--- src/rtl/cnn_pkg.sv ---
// Shared types and constants for the CNN bring-up load sequencer.
// Region order matches the parameter-memory select encoding used by the AHB write path.
package cnn_pkg;

    typedef enum logic [2:0] {
        L1_W  = 3'd0,
        L1_B  = 3'd1,
        L2_W1 = 3'd2,
        L2_B1 = 3'd3,
        L2_W2 = 3'd4,
        V_W   = 3'd5,
        V_B   = 3'd6
    } region_t;

    localparam int NUM_REGIONS = 7;
    localparam logic [9:0] REGION_WORDS [NUM_REGIONS] = '{
        10'd36, 10'd4, 10'd144, 10'd8, 10'd144, 10'd768, 10'd6
    };
    localparam int TOTAL_WORDS = 1110;

    typedef enum logic [2:0] {
        ST_IDLE,
        ST_LOAD_REQ,
        ST_LOAD_WAIT,
        ST_LOAD_WR,
        ST_RST_CNN,
        ST_RUN,
        ST_DONE,
        ST_ERROR
    } state_t;

endpackage

--- src/rtl/cnn_region_counter.sv ---
// Walks region/index/global-word position through the seven parameter memories.
// last flags the final word of V_B so the sequencer can leave the load loop.
module cnn_region_counter
    import cnn_pkg::*;
(
    input  logic        clk,
    input  logic        rst_n,
    input  logic        clear,
    input  logic        advance,
    output logic [2:0]  sel,
    output logic [9:0]  idx,
    output logic [10:0] word,
    output logic        last
);

    logic [9:0] region_end;

    assign region_end = REGION_WORDS[sel] - 10'd1;
    assign last       = (sel == V_B) && (idx == region_end);

    always_ff @(posedge clk or negedge rst_n) begin
        if (!rst_n) begin
            sel  <= 3'd0;
            idx  <= 10'd0;
            word <= 11'd0;
        end else if (clear) begin
            sel  <= 3'd0;
            idx  <= 10'd0;
            word <= 11'd0;
        end else if (advance) begin
            word <= word + 11'd1;
            if (idx == region_end) begin
                idx <= 10'd0;
                // Wrap instead of stepping past V_B so the region table is never over-indexed
                sel <= (sel == V_B) ? 3'd0 : sel + 3'd1;
            end else begin
                idx <= idx + 10'd1;
            end
        end
    end

endmodule

--- src/rtl/cnn_load_sequencer.sv ---
// Bring-up sequencer: streams parameters from source memory into the CNN, then
// runs the CNN until VALID or timeout and reports the outcome to the host.
module cnn_load_sequencer
    import cnn_pkg::*;
#(
    parameter int DW             = 16,
    parameter int SRC_AW         = 16,
    parameter int RST_CYCLES     = 4,
    parameter int TIMEOUT_CYCLES = 1000000
) (
    input  logic              HCLK,
    input  logic              HRESETn,
    input  logic              START,
    input  logic              SKIP_LOAD,
    input  logic              ABORT,
    input  logic [SRC_AW-1:0] SRC_BASE,
    output logic              SRC_REQ,
    output logic [SRC_AW-1:0] SRC_ADDR,
    input  logic              SRC_GNT,
    input  logic              SRC_RVALID,
    input  logic [DW-1:0]     SRC_RDATA,
    output logic              PW_EN,
    output logic [2:0]        PW_SEL,
    output logic [9:0]        PW_ADDR,
    output logic [DW-1:0]     PW_DATA,
    output logic              CNN_RSTn,
    output logic              CNN_EN,
    input  logic              CNN_VALID,
    output logic              BUSY,
    output logic              DONE,
    output logic              ERR,
    output logic              IRQ
);

    localparam int TMO_W = $clog2(TIMEOUT_CYCLES + 1);

    state_t            state;
    state_t            state_nx;
    logic [SRC_AW-1:0] base_q;
    logic [3:0]        rst_cnt;
    logic [TMO_W-1:0]  tmo_cnt;
    logic              idle_like;
    logic              start_ok;
    logic              cnt_adv;
    logic              rst_done;
    logic              tmo_hit;
    logic              capture;
    logic [2:0]        rc_sel;
    logic [9:0]        rc_idx;
    logic [10:0]       rc_word;
    logic              rc_last;

    assign idle_like = (state == ST_IDLE) || (state == ST_DONE) || (state == ST_ERROR);
    assign start_ok  = START && !ABORT && idle_like;
    assign cnt_adv   = (state == ST_LOAD_WR) && !ABORT;
    assign rst_done  = (rst_cnt == 4'(RST_CYCLES - 1));
    assign tmo_hit   = (tmo_cnt == TMO_W'(TIMEOUT_CYCLES - 1));
    assign capture   = (state == ST_LOAD_WAIT) && SRC_RVALID && !ABORT;
    assign SRC_ADDR  = base_q + SRC_AW'(rc_word);

    cnn_region_counter u_region_counter (
        .clk     (HCLK),
        .rst_n   (HRESETn),
        .clear   (start_ok),
        .advance (cnt_adv),
        .sel     (rc_sel),
        .idx     (rc_idx),
        .word    (rc_word),
        .last    (rc_last)
    );

    always_ff @(posedge HCLK or negedge HRESETn) begin
        if (!HRESETn) begin
            state <= ST_IDLE;
        end else begin
            state <= state_nx;
        end
    end

    always_comb begin
        state_nx = state;
        SRC_REQ  = 1'b0;
        CNN_RSTn = 1'b0;
        CNN_EN   = 1'b0;
        BUSY     = 1'b1;
        DONE     = 1'b0;
        ERR      = 1'b0;
        case (state)
            ST_IDLE: begin
                BUSY = 1'b0;
                if (START) state_nx = SKIP_LOAD ? ST_RST_CNN : ST_LOAD_REQ;
            end
            ST_LOAD_REQ: begin
                SRC_REQ = 1'b1;
                if (SRC_GNT) state_nx = ST_LOAD_WAIT;
            end
            ST_LOAD_WAIT: begin
                if (SRC_RVALID) state_nx = ST_LOAD_WR;
            end
            ST_LOAD_WR: begin
                state_nx = rc_last ? ST_RST_CNN : ST_LOAD_REQ;
            end
            ST_RST_CNN: begin
                if (rst_done) state_nx = ST_RUN;
            end
            ST_RUN: begin
                CNN_RSTn = 1'b1;
                CNN_EN   = 1'b1;
                // VALID on the last allowed cycle still counts as success
                if (CNN_VALID)    state_nx = ST_DONE;
                else if (tmo_hit) state_nx = ST_ERROR;
            end
            ST_DONE: begin
                // Keep the CNN out of reset so its output registers stay readable
                CNN_RSTn = 1'b1;
                CNN_EN   = 1'b1;
                BUSY     = 1'b0;
                DONE     = 1'b1;
                if (START) state_nx = SKIP_LOAD ? ST_RST_CNN : ST_LOAD_REQ;
            end
            ST_ERROR: begin
                BUSY = 1'b0;
                ERR  = 1'b1;
                if (START) state_nx = SKIP_LOAD ? ST_RST_CNN : ST_LOAD_REQ;
            end
            default: state_nx = ST_IDLE;
        endcase
        if (ABORT) state_nx = ST_IDLE;
    end

    always_ff @(posedge HCLK or negedge HRESETn) begin
        if (!HRESETn) begin
            base_q  <= '0;
            rst_cnt <= '0;
            tmo_cnt <= '0;
            PW_EN   <= 1'b0;
            PW_SEL  <= 3'd0;
            PW_ADDR <= 10'd0;
            PW_DATA <= '0;
            IRQ     <= 1'b0;
        end else begin
            if (start_ok) base_q <= SRC_BASE;
            rst_cnt <= (state == ST_RST_CNN && !rst_done) ? rst_cnt + 4'd1 : 4'd0;
            tmo_cnt <= (state == ST_RUN) ? tmo_cnt + 1'b1 : '0;
            PW_EN   <= capture;
            if (capture) begin
                PW_SEL  <= rc_sel;
                PW_ADDR <= rc_idx;
                PW_DATA <= SRC_RDATA;
            end
            IRQ <= ((state_nx == ST_DONE) && (state != ST_DONE)) ||
                   ((state_nx == ST_ERROR) && (state != ST_ERROR));
        end
    end

endmodule
--- config.mk ---
export PLATFORM = sky130hd
export DESIGN_NAME = cnn_load_sequencer
export DESIGN_NICKNAME = d
export VERILOG_FILES = /design/src/rtl/cnn_pkg.sv /design/src/rtl/cnn_region_counter.sv /design/src/rtl/cnn_load_sequencer.sv
export SDC_FILE = /design/constraint.sdc
export NUM_CORES = 1
export LEC_CHECK = 0
export BUFFER_PORTS_ARGS = -buffer_cell sky130_fd_sc_hd__buf_2
export CAP_MARGIN = 20
export CORE_MARGIN = 10
export CORE_UTILIZATION = 51
export DETAILED_ROUTE_END_ITERATION = 6
export PLACE_DENSITY = 0.77
export RECOVER_POWER = 100
export SLEW_MARGIN = 20
export SYNTH_ARGS = -nofsm -noshare
export SYNTH_HDL_FRONTEND = slang
export SYNTH_SLANG_ARGS = --single-unit
export TNS_END_PERCENT = 30
--- constraint.sdc ---
create_clock -name HCLK -period 2.7 [get_ports HCLK]
set_input_delay 0.54 -clock HCLK [delete_from_list [all_inputs] [get_ports HCLK]]
set_output_delay 0.54 -clock HCLK [all_outputs]
set_load 0.02 [all_outputs]
# Word-level counts from Yosys, hierarchy flattened
# Memory sizes are Yosys's and may differ from the RTL's.
# Cells that the tools add are included.
[totals] ff_bits=98 romBits=80 in_bits=40 out_inout_bits=53 wordCells=85 n_memories=1
[classes] add_sub_neg=7 magnitude_cmp=1 n_eq_ne=15 n_mux=28 bitwise=1 n_reduce_logical=20
[memory_table] name="(name not given)" depth=8 word_bits=10 rd=1 rd_ports_with_merged_regs=0 write_ports=0 line_no="cnn_region_counter.sv:18" rtl="assign region_end = REGION_WORDS[sel] - 10'd1;"
[ops] op="$mux 10" n=5
[ops] op="$mux 3" n=13
[ops] op="$mux 11" n=2
[ops] op="$eq 3x3->1 const B" n=7
[ops] op="$add 20x1->20 const B" n=1
[ops] op="$eq 20x20->1 const B" n=1
[ops] op="$mux 20" n=1
[ops] op="$pmux 3 s6" n=1
[ops] op="$add 16x11->16" n=1
[ops] op="$add 11x1->11 const B" n=1
[ops] op="$add 10x1->10 const B" n=1
[ops] op="$eq 10x10->1" n=1
[ops] op="$sub 10x1->10 const B" n=1
[ops] op="$logic_and 1x1->1" n=9
[ops] op="$eq 3x2->1 const B" n=2
[ops] op="$ne 3x3->1 const B" n=2
[ops] op="$mux 1" n=5
[ops] op="$add 4x1->4 const B" n=1
[ops] op="$eq 4x2->1 const B" n=1
[ops] op="$ge 4x4->1 const B" n=1
[ops] op="$mux 4" n=1
[ops] op="$not 3->4" n=1
[ops] op="$reduce_bool 2->1" n=2
[ops] op="$add 3x1->3 const B" n=1
[ops] op="7 further kinds" n=10

# Depth between registers and ports, before layout
[logic_depth] word_depth=13 ltp_mapped=12 depth_no_buf=10

# Cells and area by module
# Synthesis repeated with hierarchy kept, for this count alone.
[hier_totals] hier_cells=565 area_unflattened_um2=5305.1
[by_module_without_submodules] mod="cnn_load_sequencer" instances=1 cells_each=403 area_each_um2=3857.4 seq_area_each_um2=1851.8
[by_module_without_submodules] mod="cnn_region_counter" instances=1 cells_each=162 area_each_um2=1447.6 seq_area_each_um2=600.6

# Worst setup path after synthesis
# Ideal clock, no wire load.
[synth_path] path_kind="register to output" start="register u_region_counter.word[0]" end="output port SRC_ADDR[12]" t_arrival_ns=2.339 required_time_ns=2.160 path_slack_ns=-0.179 path_stages_with_launch=11 path_buffers=0 cell_sequence="dfrtp_1 > ha_1 > inv_1 > fa_1 > nor2b_1 > o21ai_0 > a21boi_0 > o21ai_0 > a211oi_1 > o21ai_0 > xnor2_1"
[synth_between] elab_chain_cells=1
[synth_lines] item="start, declared" line_no="cnn_region_counter.sv:12" rtl="output logic [10:0] word,"
[synth_lines] item="start signal, assigned" line_no="cnn_region_counter.sv:31" rtl="word <= word + 11'd1;"
[synth_lines] item="$add 16x11->16" line_no="cnn_load_sequencer.sv:59" rtl="assign SRC_ADDR = base_q + SRC_AW'(rc_word);"
[synth_lines] item="end, declared" line_no="cnn_load_sequencer.sv:18" rtl="output logic [SRC_AW-1:0] SRC_ADDR,"
# No other way between the ends.

# Worst setup path after layout
[layout_path] start="register base_q[0]" end="output port SRC_ADDR[12]"
[layout_between] elab_chain_cells=1
[layout_lines] item="start, declared" line_no="cnn_load_sequencer.sv:39" rtl="logic [SRC_AW-1:0] base_q;"
[layout_lines] item="start signal, assigned" line_no="cnn_load_sequencer.sv:133" rtl="base_q <= '0;"
[layout_lines] item="start signal, assigned" line_no="cnn_load_sequencer.sv:142" rtl="if (start_ok) base_q <= SRC_BASE;"
[layout_lines] item="$add 16x11->16" line_no="cnn_load_sequencer.sv:59"
# No other way between the ends.

==> flow_summary.yaml <==
worst_setup_path:
  worst_setup_path_end_kind: "primary output"
  crit_required_ns: 2.16
  crit_type: "flip-flop to primary output"
  critPathArrivalTime_ns: 2.55
  cp-start-kind: "flip-flop"
  cp_max_fo: 3
global_route:
  grt_pass1_vias: 4597
  grt_pass1_wl_um: 22000
  met1_usage_pct: 21.4
  grt_usage_pct: 18.2
  use_met3_pct: 5.82
  use_met2_pct: 30.6
  antenna_found_initial: 1
  gr-total-overflow: 0
  grt_start_max_net_pins: 45
  busiest_layer: "met2"
synth:
  syn-num-nets: 634
  async_flop_share_pct: 100
  syn_area_per_cell_um2: 9.05
  yosys.area.top_type: "dfrtp_1"
  netlist-cell-type-count: 59
  synth_edf_count: 0
  synthFlopType: "dfrtp_1"
  synth_area_leaders: "dfrtp_1 (47%), nand2_1 (8.8%), ha_1 (4.6%)"
  ys_top_cells_by_count: "nand2_1 (122), dfrtp_1 (98), nor2_1 (54), o21ai_0 (33), nand3_1 (26)"
  synth_top_area_share_pct: 47.2
  ys_ff_latch: 98
  synth_area_um2: 5200
  yosysWarnings: 0
  syn_inst: 574
  synth_most_common_cell: "nand2_1"
  ys_seq_area_share_pct: 47.2
floorplanning:
  fp.coreArea_um2: 9860
  num_rows: 36
  initial_utilization_pct: 52.7
  dieArea_um2: 14600
  die_w_um: 121
  ios: 93
  fp.dieH_um: 121
layout:
  layout.nets: 749
  instances_no_fill: 826
  final_core_util_pct: 63.7
  drive_gt1_share_pct: 20.2
  syn2layout_area_growth_pct: 20.9
outcome:
  violations: "capacitance limit, slew limit, setup timing"
  status: "finished, violations left"
sta:
  worst_clock_skew_ns: 0.0152
  slew_headroom_pct: -6.67
  max_freq_ghz: 0.324
  whs_ns: 0.351
  tightest_slew_ns: 1.60
  setup_viol: 11
  slew_violations: 31
  fin_crit_sh_pct: 114
  fin_ws_ns: -0.386
  setup_tns_ns: -2.77
  hold_viol: 0
  layout_min_cycle_time_ns: 3.09
  rsz0062_at_grt: "yes"
flow_run:
  cap_violations: 1
placed_design:
  dp.cells: 808
  io_buffers: 92
  finalWeightedCongestion: 0.870
  hpwlAfterDp_um: 9430
route:
  wl_per_cell_um: 15.7
  routed_wl_um: 13000
  first_iter_violations: 254
  via_per_inst: 5.34
  ant_nets: 0
  drtPass1Iterations: 4
  num_vias: 4414
  drcViolationCount: 0
pwr:
  ir_worst_vdd_uv: 501
  p_seq_share_pct: 48.9
  clock_power_share_pct: 24.9
  p_switching_uw: 1250
  p_int_uw: 2360
  swShare_pct: 34.6
  power_frac_comb_pct: 26.2
  p_leak_uw: 0.00304
  p_per_area_nw_per_um2: 575
hold_path:
  holdCritPathClass: "input port to flip-flop"
clocking:
  cts.clk_slew.worst_paths_ns: 0.09
  cts_root_buffer: "clkbuf_8"
  cts-buffers-inserted: 9
  clk_path_buf_depth: 2
  cts.htree.levels: 3
  cts_tree: "done"
  clk_latency_ns: 0.37
  cts.sinks: 98
worst paths after layout:
| path | start | end | slack [ns] | depth (start not counted) |
|---|---|---|---|---|
| setup reg to reg | u_region_counter.sel[1]$_DFFE_PN0P_ | IRQ$_DFF_PN0_ | 0.04 | 10 |
| hold / removal | SRC_BASE[0] | base_q[0]$_DFFE_PN0P_ | 0.35 | 3 |
| max in group asynchronous | HRESETn | PW_SEL[2]$_DFFE_PN0P_ | 0.39 | 2 |
| min in group asynchronous | HRESETn | base_q[6]$_DFFE_PN0P_ | 0.55 | 1 |
| setup / recovery | base_q[0]$_DFFE_PN0P_ | SRC_ADDR[12] | -0.39 | 12 |
| hold reg to reg | rst_cnt[0]$_DFF_PN0_ | rst_cnt[0]$_DFF_PN0_ | 0.46 | 1 |
stage by stage:
stage | area (um^2) | setup slack (ns) | power [uW]
floorplan | 5240 | 0.00191 | 2350
global placement | 6020 | -0.106 | 2690
detailed placement | 6020 | -0.192 | 2730
CTS | 6330 | -0.356 | 3680
global route | 6280 | -0.526 | 3830
finish | 6280 | -0.386 | 3610
cell families after synthesis:
group / count (synthesis) / synth area share, %
mux: 7 / 1.52
simple gates: 272 / 24.3
compound gates: 85 / 10.8
buf+inv: 47 / 3.68
flops: 98 / 47.2
xor+xnor: 45 / 7.58
fa+ha+maj: 20 / 4.96
sequential cells by signal, summed over array words and instances (netlist names):
name                   flops
PW_SEL                     3
tmo_cnt                   20
PW_ADDR                   10
PW_EN                      1
PW_DATA                   16
u_region_counter.sel       3
u_region_counter.idx      10
rst_cnt                    4
IRQ                        1
state                      3
u_region_counter.word     11
base_q                    16
area by class of cell:
cell class	count	area, um^2
multi-input cells	429	2690
diodes	1	2.50
flip-flops and latches	98	2450
clock inverters	3	25.0
inverters	22	82.6
repair buffers	129	711
clock buffers	11	151
well taps	133	166
fillers	848	3580
timing repair:
action,in CTS,in global routing
hold endpoints to repair,0,0
setup buffers,2,1
hold buffers,0,0
resized for setup,35,6
cloned,0,0
setup endpoints to repair,21,22
pin swaps,19,14
power groups by stage:
stage / Combinational, uW / Sequential, uW / Clock, uW
floorplan: 469 / 1880 / 0
global placement: 917 / 1780 / 0
detailed placement: 946 / 1790 / 0
CTS: 992 / 1760 / 921
global route: 1060 / 1790 / 978
finish: 946 / 1760 / 899
worst max-delay path: stages, from the launching register on:
cell and delay [ns]:
dfrtp_1 0.37, ha_2 0.19, inv_2 0.04, fa_2 0.35
nor2b_2 0.15, o21ai_2 0.08, a21boi_2 0.17, o21ai_2 0.08
a211oi_2 0.18, buf_4 0.16, o21ai_2 0.07, xnor2_2 0.18
buf_6 0.14
metal layers:
| layer | part of all wire [%] | routed length, um |
|---|---|---|
| met5 | 0 | 0 |
| met4 | 1.5 | 190 |
| met3 | 5.5 | 714 |
| met2 | 51 | 6650 |
| met1 | 42 | 5400 |
layout by cell type, fill, tap and decap left out, types with 3 or more instances in the layout:
master	netlist	final
a21oi_2	0	4
nand2_1	122	122
and2_1	5	5
nand3b_1	3	3
buf_2	3	47
nor2b_1	6	5
clkbuf_1	17	40
o21ai_0	33	27
mux2_2	7	7
a21oi_1	14	10
nand2b_1	5	3
buf_6	0	4
nand3_1	26	26
xor2_1	24	24
ha_1	19	15
o21ai_2	0	6
clkbuf_8	0	11
a21o_1	8	8
dfrtp_1	98	98
and3_1	15	15
inv_1	21	19
nor3_1	3	3
xnor2_1	21	19
nor3b_1	8	7
nand4_1	12	12
buf_4	3	35
nor2_1	54	53
(Power assumes the default switching activity.)
